$ cat src/rtl/issue_scoreboard_pkg.sv
// Shared definitions for the issue scoreboard: register-file sizing and the
// operand/destination request record used to query the busy banks.
package issue_scoreboard_pkg;

  localparam int NUM_REGS_DEF = 32;
  localparam int REG_IDX_W    = $clog2(NUM_REGS_DEF);
  localparam int PENDING_W    = 7;

  typedef struct packed {
    logic                 valid;
    logic                 is_f;
    logic [REG_IDX_W-1:0] idx;
  } sb_req_t;

  function automatic sb_req_t mk_req(input logic valid, input logic is_f,
                                     input logic [REG_IDX_W-1:0] idx);
    sb_req_t r;
    r.valid = valid;
    r.is_f  = is_f;
    r.idx   = idx;
    return r;
  endfunction

endpackage

$ cat src/rtl/scoreboard_bank.sv
// One register file's busy vector: a single set port (issue), a single clear
// port (writeback) and three read ports for rs1/rs2/rd hazard queries.
module scoreboard_bank
  import issue_scoreboard_pkg::*;
#(
  parameter int NUM_REGS  = NUM_REGS_DEF,
  parameter bit HARD_ZERO = 1'b0,
  parameter int IDX_W     = $clog2(NUM_REGS)
) (
  input  logic             clk,
  input  logic             rst,
  input  logic             set_en,
  input  logic [IDX_W-1:0] set_idx,
  input  logic             clr_en,
  input  logic [IDX_W-1:0] clr_idx,
  input  logic [IDX_W-1:0] q_rs1_idx,
  input  logic [IDX_W-1:0] q_rs2_idx,
  input  logic [IDX_W-1:0] q_rd_idx,
  output logic             q_rs1_busy,
  output logic             q_rs2_busy,
  output logic             q_rd_busy,
  output logic             clr_hit
);

  logic [NUM_REGS-1:0] busy_q;
  logic [NUM_REGS-1:0] busy_d;

  // NOTE: combinational blocks start from a full default so no path leaves a
  // bit unassigned, which would otherwise infer a latch.
  always_comb begin
    busy_d = busy_q;
    if (clr_en) busy_d[clr_idx] = 1'b0;
    if (set_en) busy_d[set_idx] = 1'b1;
    if (HARD_ZERO) busy_d[0] = 1'b0;
  end

  // NOTE: the busy vector is plain flops rather than a RAM, so it can and must
  // be cleared by reset; sequential state is updated with non-blocking writes.
  always_ff @(posedge clk) begin
    if (rst) busy_q <= '0;
    else     busy_q <= busy_d;
  end

  assign q_rs1_busy = busy_q[q_rs1_idx];
  assign q_rs2_busy = busy_q[q_rs2_idx];
  assign q_rd_busy  = busy_q[q_rd_idx];
  assign clr_hit    = busy_q[clr_idx];

endmodule

$ cat src/rtl/issue_scoreboard.sv
// In-order issue scoreboard: RAW/WAW/long-unit interlock over integer and
// (when SCOREBOARD_FREG_EN is defined) float register files.
module issue_scoreboard
  import issue_scoreboard_pkg::*;
#(
  parameter int NUM_REGS = NUM_REGS_DEF
) (
  input  logic                 clk,
  input  logic                 rst,
  input  logic                 dec_valid,
  input  logic [REG_IDX_W-1:0] dec_rs1,
  input  logic [REG_IDX_W-1:0] dec_rs2,
  input  logic [REG_IDX_W-1:0] dec_rd,
  input  logic                 dec_rs1_is_f,
  input  logic                 dec_rs2_is_f,
  input  logic                 dec_rd_is_f,
  input  logic                 dec_uses_rs1,
  input  logic                 dec_uses_rs2,
  input  logic                 dec_writes_rd,
  input  logic                 dec_long,
  output logic                 issue_ready,
  input  logic                 wb_valid,
  input  logic [REG_IDX_W-1:0] wb_rd,
  input  logic                 wb_is_f,
  input  logic                 long_done,
  output logic [PENDING_W-1:0] pending,
  output logic                 idle,
  output logic                 wb_err
);

  localparam int IDX_W = $clog2(NUM_REGS);

  sb_req_t rs1_req, rs2_req, rd_req;
  logic x_rs1_busy, x_rs2_busy, x_rd_busy, x_clr_hit;
  logic f_rs1_busy, f_rs2_busy, f_rd_busy, f_clr_hit;
  logic set_x, set_f, clr_x, clr_f;
  logic raw, waw, fire, rd_is_x0;
  logic set_any, clr_valid, wb_bad;

  logic                 long_busy_q, long_busy_d;
  logic [PENDING_W-1:0] pending_q, pending_d;
  logic                 wb_err_q, wb_err_d;

  assign rs1_req = mk_req(dec_uses_rs1, dec_rs1_is_f, dec_rs1);
  assign rs2_req = mk_req(dec_uses_rs2, dec_rs2_is_f, dec_rs2);
  assign rd_req  = mk_req(dec_writes_rd, dec_rd_is_f, dec_rd);

  assign rd_is_x0 = ~rd_req.is_f && (rd_req.idx == '0);

  assign raw = (rs1_req.valid && (rs1_req.is_f ? f_rs1_busy : x_rs1_busy)) ||
               (rs2_req.valid && (rs2_req.is_f ? f_rs2_busy : x_rs2_busy));
  assign waw = rd_req.valid && (rd_req.is_f ? f_rd_busy : x_rd_busy);

  assign issue_ready = ~raw & ~waw & ~(dec_long & long_busy_q);
  assign fire        = dec_valid & issue_ready;

  assign set_x = fire & rd_req.valid & ~rd_req.is_f & ~rd_is_x0;
  assign clr_x = wb_valid & ~wb_is_f;

  scoreboard_bank #(.NUM_REGS(NUM_REGS), .HARD_ZERO(1'b1)) u_bank_x (
    .clk        (clk),
    .rst        (rst),
    .set_en     (set_x),
    .set_idx    (rd_req.idx[IDX_W-1:0]),
    .clr_en     (clr_x),
    .clr_idx    (wb_rd[IDX_W-1:0]),
    .q_rs1_idx  (rs1_req.idx[IDX_W-1:0]),
    .q_rs2_idx  (rs2_req.idx[IDX_W-1:0]),
    .q_rd_idx   (rd_req.idx[IDX_W-1:0]),
    .q_rs1_busy (x_rs1_busy),
    .q_rs2_busy (x_rs2_busy),
    .q_rd_busy  (x_rd_busy),
    .clr_hit    (x_clr_hit)
  );

`ifdef SCOREBOARD_FREG_EN
  assign set_f = fire & rd_req.valid & rd_req.is_f;
  assign clr_f = wb_valid & wb_is_f;

  scoreboard_bank #(.NUM_REGS(NUM_REGS), .HARD_ZERO(1'b0)) u_bank_f (
    .clk        (clk),
    .rst        (rst),
    .set_en     (set_f),
    .set_idx    (rd_req.idx[IDX_W-1:0]),
    .clr_en     (clr_f),
    .clr_idx    (wb_rd[IDX_W-1:0]),
    .q_rs1_idx  (rs1_req.idx[IDX_W-1:0]),
    .q_rs2_idx  (rs2_req.idx[IDX_W-1:0]),
    .q_rd_idx   (rd_req.idx[IDX_W-1:0]),
    .q_rs1_busy (f_rs1_busy),
    .q_rs2_busy (f_rs2_busy),
    .q_rd_busy  (f_rd_busy),
    .clr_hit    (f_clr_hit)
  );
`else
  // Float registers are untracked: float operands never stall, float
  // destinations are never marked busy and float writebacks are dropped.
  assign set_f      = 1'b0;
  assign clr_f      = 1'b0;
  assign f_rs1_busy = 1'b0;
  assign f_rs2_busy = 1'b0;
  assign f_rd_busy  = 1'b0;
  assign f_clr_hit  = 1'b0;
`endif

  assign set_any   = set_x | set_f;
  assign clr_valid = (clr_x & x_clr_hit) | (clr_f & f_clr_hit);
  assign wb_bad    = (clr_x & ~x_clr_hit) | (clr_f & ~f_clr_hit);

  always_comb begin
    pending_d   = pending_q;
    long_busy_d = long_busy_q;
    wb_err_d    = wb_err_q | wb_bad | (long_done & ~long_busy_q);
    if (set_any && !clr_valid)      pending_d = pending_q + 1'b1;
    else if (!set_any && clr_valid) pending_d = pending_q - 1'b1;
    if (long_done)       long_busy_d = 1'b0;
    if (fire && dec_long) long_busy_d = 1'b1;
  end

  always_ff @(posedge clk) begin
    if (rst) begin
      pending_q   <= '0;
      long_busy_q <= 1'b0;
      wb_err_q    <= 1'b0;
    end else begin
      pending_q   <= pending_d;
      long_busy_q <= long_busy_d;
      wb_err_q    <= wb_err_d;
    end
  end

  assign pending = pending_q;
  assign idle    = (pending_q == '0) && !long_busy_q;
  assign wb_err  = wb_err_q;

endmodule

$ cat config.mk
export PLATFORM = sky130hd
export DESIGN_NAME = issue_scoreboard
export DESIGN_NICKNAME = d
export VERILOG_FILES = /design/src/rtl/issue_scoreboard_pkg.sv /design/src/rtl/scoreboard_bank.sv /design/src/rtl/issue_scoreboard.sv
export SDC_FILE = /design/constraint.sdc
export NUM_CORES = 1
export LEC_CHECK = 0
export ABC_AREA = 1
export ABC_CLOCK_PERIOD_IN_PS = 5550
export CAP_MARGIN = 20
export CORE_MARGIN = 2
export CORE_UTILIZATION = 50
export DETAILED_ROUTE_END_ITERATION = 12
export GPL_TIMING_DRIVEN = 0
export MAX_ROUTING_LAYER = met4
export PLACE_DENSITY = 0.84
export SETUP_SLACK_MARGIN = 0.5
export SKIP_LAST_GASP = 1
export SYNTH_ARGS = -nofsm -noshare
export SYNTH_HDL_FRONTEND = slang
export SYNTH_SLANG_ARGS = --single-unit
$ cat constraint.sdc
create_clock -name clk -period 5.55 [get_ports clk]
set_clock_uncertainty 0.1 [all_clocks]
set_input_delay 0.8325 -clock clk [delete_from_list [all_inputs] [get_ports clk]]
set_output_delay 0.8325 -clock clk [all_outputs]
set_load 0.05 [all_outputs]
Word-level counts from Yosys, hierarchy flattened
Index checks and enable logic that the tools add are counted.

Mux-type cells: 21. Bitwise logic cells: 24. Magnitude comparators: 6. $add $sub $neg: 2. Reductions and logical operators: 18.

Operator list (count): $mux 32 (2); $and 32x32->32 (1); $not 32->32 (1); $or 32x32->32 (1); $lt 5x6->1 const B (4); $bmux 1 s5 (4); $mux 7 (2); $and 1x1->1 (11); $mux 1 (11); $demux 1 s5 (2); $ge 5x1->1 const B (2); $logic_and 1x1->1 (10); $not 1->1 (8); $add 7x1->7 const B (1); $logic_not 7->1 (1); $sub 7x1->7 const B (1); $logic_not 5->1 (1); $reduce_bool 2->1 (2); $logic_not 1->1 (3); $or 1x1->1 (2); $logic_or 1x1->1 (1).

Output and inout port bits: 10. Input bits: 33. Flip-flop bits (word level): 41. Word-level logic and storage cells: 76.

Logic depth before layout (Yosys ltp)
Depth after elaboration: 16. Mapped depth: 26. Gate-level depth less buffers: 24.

Cells and area by module
A second synthesis with hierarchy kept.

Cells, all modules: 564. Area total of the unflattened synthesis: 3289.4 sq um.

Modules (own cells, without submodules): scoreboard_bank (area each 2590.0 sq um, cells each 459, instances 1); issue_scoreboard (area each 699.4 sq um, cells each 105, instances 1).

Worst setup path after synthesis
No wires, ideal clock.

Path kind: in2reg. Start: input dec_rd[0]. End: register pending_q[6] (netlist: pending[6]). Slack: 1.994 ns. Stages: 24. Buffers on the path: 2. Data required time: 5.318 ns. Library setup time: 0.132 ns. Arrival time: 3.323 ns. Cells stage by stage: buf_6 > inv_4 > buf_6 > nor2_2 > nand2_1 > nand3_1 > nand2_1 > nand2_1 > nor2_1 > nand2_1 > a21oi_2 > nand3_2 > nor3_1 > ha_1 > inv_1 > ha_1 > inv_1 > o31ai_1 > nand2_1 > nand2_1 > a21oi_1 > xor2_1 > nand2_1 > a21oi_1.

Longest elaborated chain between the ends: 14. Elaborated cells on any way between the ends: 19. Classes of those cells: 4 x mux; 8 x bitwise; 7 x reduce/logical.

Ends and longest elaborated chain: from (decl) (RTL line issue_scoreboard.sv:13) `input logic [REG_IDX_W-1:0] dec_rd,`; $bmux 1 s5 (RTL line scoreboard_bank.sv:46) `assign q_rd_busy = busy_q[q_rd_idx];`; $mux 1 (not written as such) (RTL line scoreboard_bank.sv:46); $mux 1 (RTL line issue_scoreboard.sv:52) `assign waw = rd_req.valid && (rd_req.is_f ? f_rd_busy : x_rd_busy);`; $logic_and 1x1->1 (RTL line issue_scoreboard.sv:52); $not 1->1 (RTL line issue_scoreboard.sv:54) `assign issue_ready = ~raw & ~waw & ~(dec_long & long_busy_q);`; $and 1x1->1 (2 in a row) (RTL line issue_scoreboard.sv:54); $and 1x1->1 (RTL line issue_scoreboard.sv:55) `assign fire = dec_valid & issue_ready;`; $and 1x1->1 (2 in a row) (RTL line issue_scoreboard.sv:57) `assign set_x = fire & rd_req.valid & ~rd_req.is_f & ~rd_is_x0;`; $and 1x1->1 (*) (RTL line issue_scoreboard.sv:57); $logic_not 1->1 (RTL line issue_scoreboard.sv:115) `else if (!set_any && clr_valid) pending_d = pending_q - 1'b1;`; $logic_and 1x1->1 (RTL line issue_scoreboard.sv:115); $reduce_bool 2->1 (no line); to (signal assigned) (RTL line issue_scoreboard.sv:126) `pending_q <= pending_d;`; to (decl) (RTL line issue_scoreboard.sv:41) `logic [PENDING_W-1:0] pending_q, pending_d;`.

Every way passes the cells marked *; elsewhere a longest branch is shown, timed or not. The select of a mux whose other input is x is not followed. A chain may end at the register's enable or synchronous reset.

Worst setup path in the final report
Start: input dec_rd[1]. End: register pending_q[6] (netlist: pending[6]).

The elaborated chain is that of the path after synthesis.

==> impl_results.md <==
- Run status: finished clean
- Highest metal layer with signal wires: met4
- Rel. slew slack: 56.2%
- Startpoint types: input pin
- Power density over the cells: 184 mW/mm2
- CTS tree: yes
- Number of remaining DRC errors: 0
- Type of the tightest min-delay check: register to register
- Final setup violating endpoints: 0
- Count of cells along the worst register-to-register path: 22
- Synthesized Nets: 630
- Post-cts repair resize count: 0
- Total design power: 762 uW
- Congestion Overflow GR: 0
- Worst Hold Path EP: long_busy_q
- Detailed-routed wire length on met2: 5130 um
- Final critical-path share of the clock period: 77.6%
- Flops & latches, synth: 40
- Number of port buffers: 38
- Worst-case register-to-register setup slack: 2.00 ns
- Syn avg cell area: 5.95 um2
- Leakage power total: 1.72 nW
- Biggest fanout along the worst timing path: 7
- Final cell utilization of the core: 60.9%
- Routability congestion estimate: 1.00
- Share of layout cells above drive strength 1: 9.75%
- Worst Path Class, Setup: input pin to register
- Area of the die: 0.00771 mm2
- Clk slew on worst S/H paths: 0.08 ns
- Standard cell area after detailed placement: 0.00401 mm2
- Via/cell ratio: 5.82
- Minimum setup slack after placement: 0.987 ns
- R2R Path Start: u_bank_x.busy_q[9]
- Post-detailed-route count of antenna-violating nets: 0
- Core Footprint: 0.00679 mm2
- Sequential area share after synthesis: 22.8%
- CTS sink count: 40
- Min Tclk post-route: 4.30 ns
- Total negative setup slack: 0 ns
- Yosys warnings: 0
- Max-slew violation count: 0
- Wire length per cell: 16.3 um
- Hold Fails Final Rpt: 0
- Cells after Synth: 590
- Required time at the worst-slack endpoint: 5.68 ns
- Crit path capture type: register
- DR vias: 4259
- Max-cap check violation count: 0
- Effective utilization at floorplan: 51.7%
- Via count of the first global-routing pass: 4041
- Width of the die: 87.8 um
- Maximum resistive drop on vdd: 0.153 mV
- Syn Std Cell Area: 0.00351 mm2
- Leading cell type in the layout, fill and taps excluded: nand2_1
- Maximum number of pins on one net before global-route repair: 13
- Die outline height: 87.8 um
- Endpoint of the most critical register-to-register path: pending[6]
- Global-route wire length before repair: 19300 um
- Layout area overhead: 17.8%
- Most frequent cells in the layout: nand2_1 (167), inv_1 (76), nand3_1 (61), nor2_1 (56), o21ai_0 (43)
- Maximum level of the CTS H-tree: 2
- Clock Tree Root: clkbuf_8
- Router iterations before antenna repair: 7
- Number of setup buffers added after CTS: 0
- Launch instance of the worst min-delay path: long_busy_q
- Slew at the pin closest to its max-slew limit: 0.657 ns
- Number of nets in the finished design: 675
- Sum of met3 wire segment lengths after detailed routing: 1300 um
- Combined global-route utilization of all metal layers: 33.3%
- Post-route standard cell area excluding fillers: 0.00414 mm2
- Inserted Clock Buffers: 5
- Clock network latency to the later pin of the worst-skew pair: 0.30 ns
- Sum of routed wire segments on met1: 4630 um
- Final HPWL DP: 8870 um
- Diodes inserted: 0
- Placement row count: 30
- Initial antenna violation count: 0
- Achievable clock frequency: 0.232 GHz
- RSZ-0062 raised after global routing: no
- Arrival time of data at the critical path endpoint: 4.44 ns
- Worst Hold Depth: 2
- Deepest clock path buffer count: 2
- Starting DRT DRC Count: 471
- I/O pin total: 43
- Worst Slack Setup Final: 1.25 ns
- Final wirelength: 11900 um
- Hold bufs inserted after CTS: 0
- Yosys cell types: 35
## layer usage
metal	GRT usage, %	vias to the layer above
li1	-	2019
met1	41.7	1891
met2	49.2	282
met3	4.90	67
met4	22.7	0
met5	-	-
## area by class of cell
type / count / area [um2]
clock buffer: 7 / 96.3
timing repair buffer: 38 / 380
clock inverter: 1 / 30.0
tap: 96 / 120
buffer: 22 / 149
fill: 672 / 2650
multi-input combinational: 450 / 2270
inverter: 78 / 295
sequential: 40 / 801
## stage by stage
step,instances,hold WS (ns)
2_1_floorplan,590,0.367
3_3_place_gp,724,0.392
3_5_place_dp,724,0.406
4_1_cts,732,0.426
5_1_grt,732,0.453
6_report,732,0.421
## cells in the mapped netlist, drive strengths merged
master | count | area [um2]
o21ai | 43 | 215
ha | 6 | 75.1
buf | 17 | 130
xor2 | 4 | 35.0
o22ai | 1 | 6.26
nand2 | 168 | 633
o31ai | 1 | 7.51
a22oi | 9 | 67.6
o21bai | 1 | 7.51
or2 | 1 | 6.26
nand3 | 81 | 505
o211ai | 4 | 30.0
o21ba | 1 | 10.0
nor3 | 19 | 95.1
fa | 1 | 20.0
inv | 78 | 295
nor2 | 58 | 228
dfxtp | 40 | 801
a211oi | 1 | 7.51
a21oi | 42 | 248
xnor2 | 1 | 8.76
nand4 | 1 | 6.26
nor4 | 1 | 6.26
a31oi | 1 | 6.26
o221ai | 5 | 43.8
clkbuf | 5 | 18.8
## kinds of logic after synthesis
family / after synthesis / share of synthesized area, %
AO/OA/AOI/OAI: 109 / 18.5
adder cells (fa/ha/maj): 7 / 2.71
XOR/XNOR: 5 / 1.25
flip-flops: 40 / 22.8
AND/OR/NAND/NOR: 329 / 42.1
buffers and inverters: 100 / 12.6
## critical path: stages
cell and delay, ns:
clkdlybuf4s50_1 0.57, inv_1 0.16, nand2_1 0.10, nand2_1 0.07, nand2_1 0.06, nand2_1 0.05
nor2_1 0.09, nand2_1 0.08, a21oi_2 0.21, nand3_2 0.18, nor3_1 0.23, ha_1 0.28
inv_1 0.14, ha_1 0.34, inv_1 0.06, o31ai_1 0.38, nand2_1 0.11, nand2_1 0.07
a21oi_1 0.07, xor2_1 0.15, nand2_1 0.07, a21oi_1 0.13
## how the worst max path moves through the flow
stage	start	end	slack (ns)	cells past startpoint
2_1_floorplan	dec_rd[0]	pending[6]	1.99	24
3_3_place_gp	dec_rd[1]	pending[6]	1.05	22
3_5_place_dp	dec_rs2[0]	pending[6]	0.99	22
4_1_cts	dec_rs2[0]	pending[6]	1.28	22
5_1_grt	dec_rs2[0]	pending[6]	0.89	22
6_report	dec_rd[1]	pending[6]	1.25	22
## flip-flops by register name, indices dropped and copies added (netlist names)
name	count
wb_err	1
pending	7
u_bank_x.busy_q	31
long_busy_q	1
## where the power goes
group | internal [mW] | total (mW) | leakage, nW | switching [mW]
Combinational | 0.0717 | 0.199 | 1.33 | 0.128
Sequential | 0.291 | 0.297 | 0.323 | 0.00565
Clock | 0.159 | 0.266 | 0.0645 | 0.107
No activity file was read; power rests on OpenSTA's default activity.
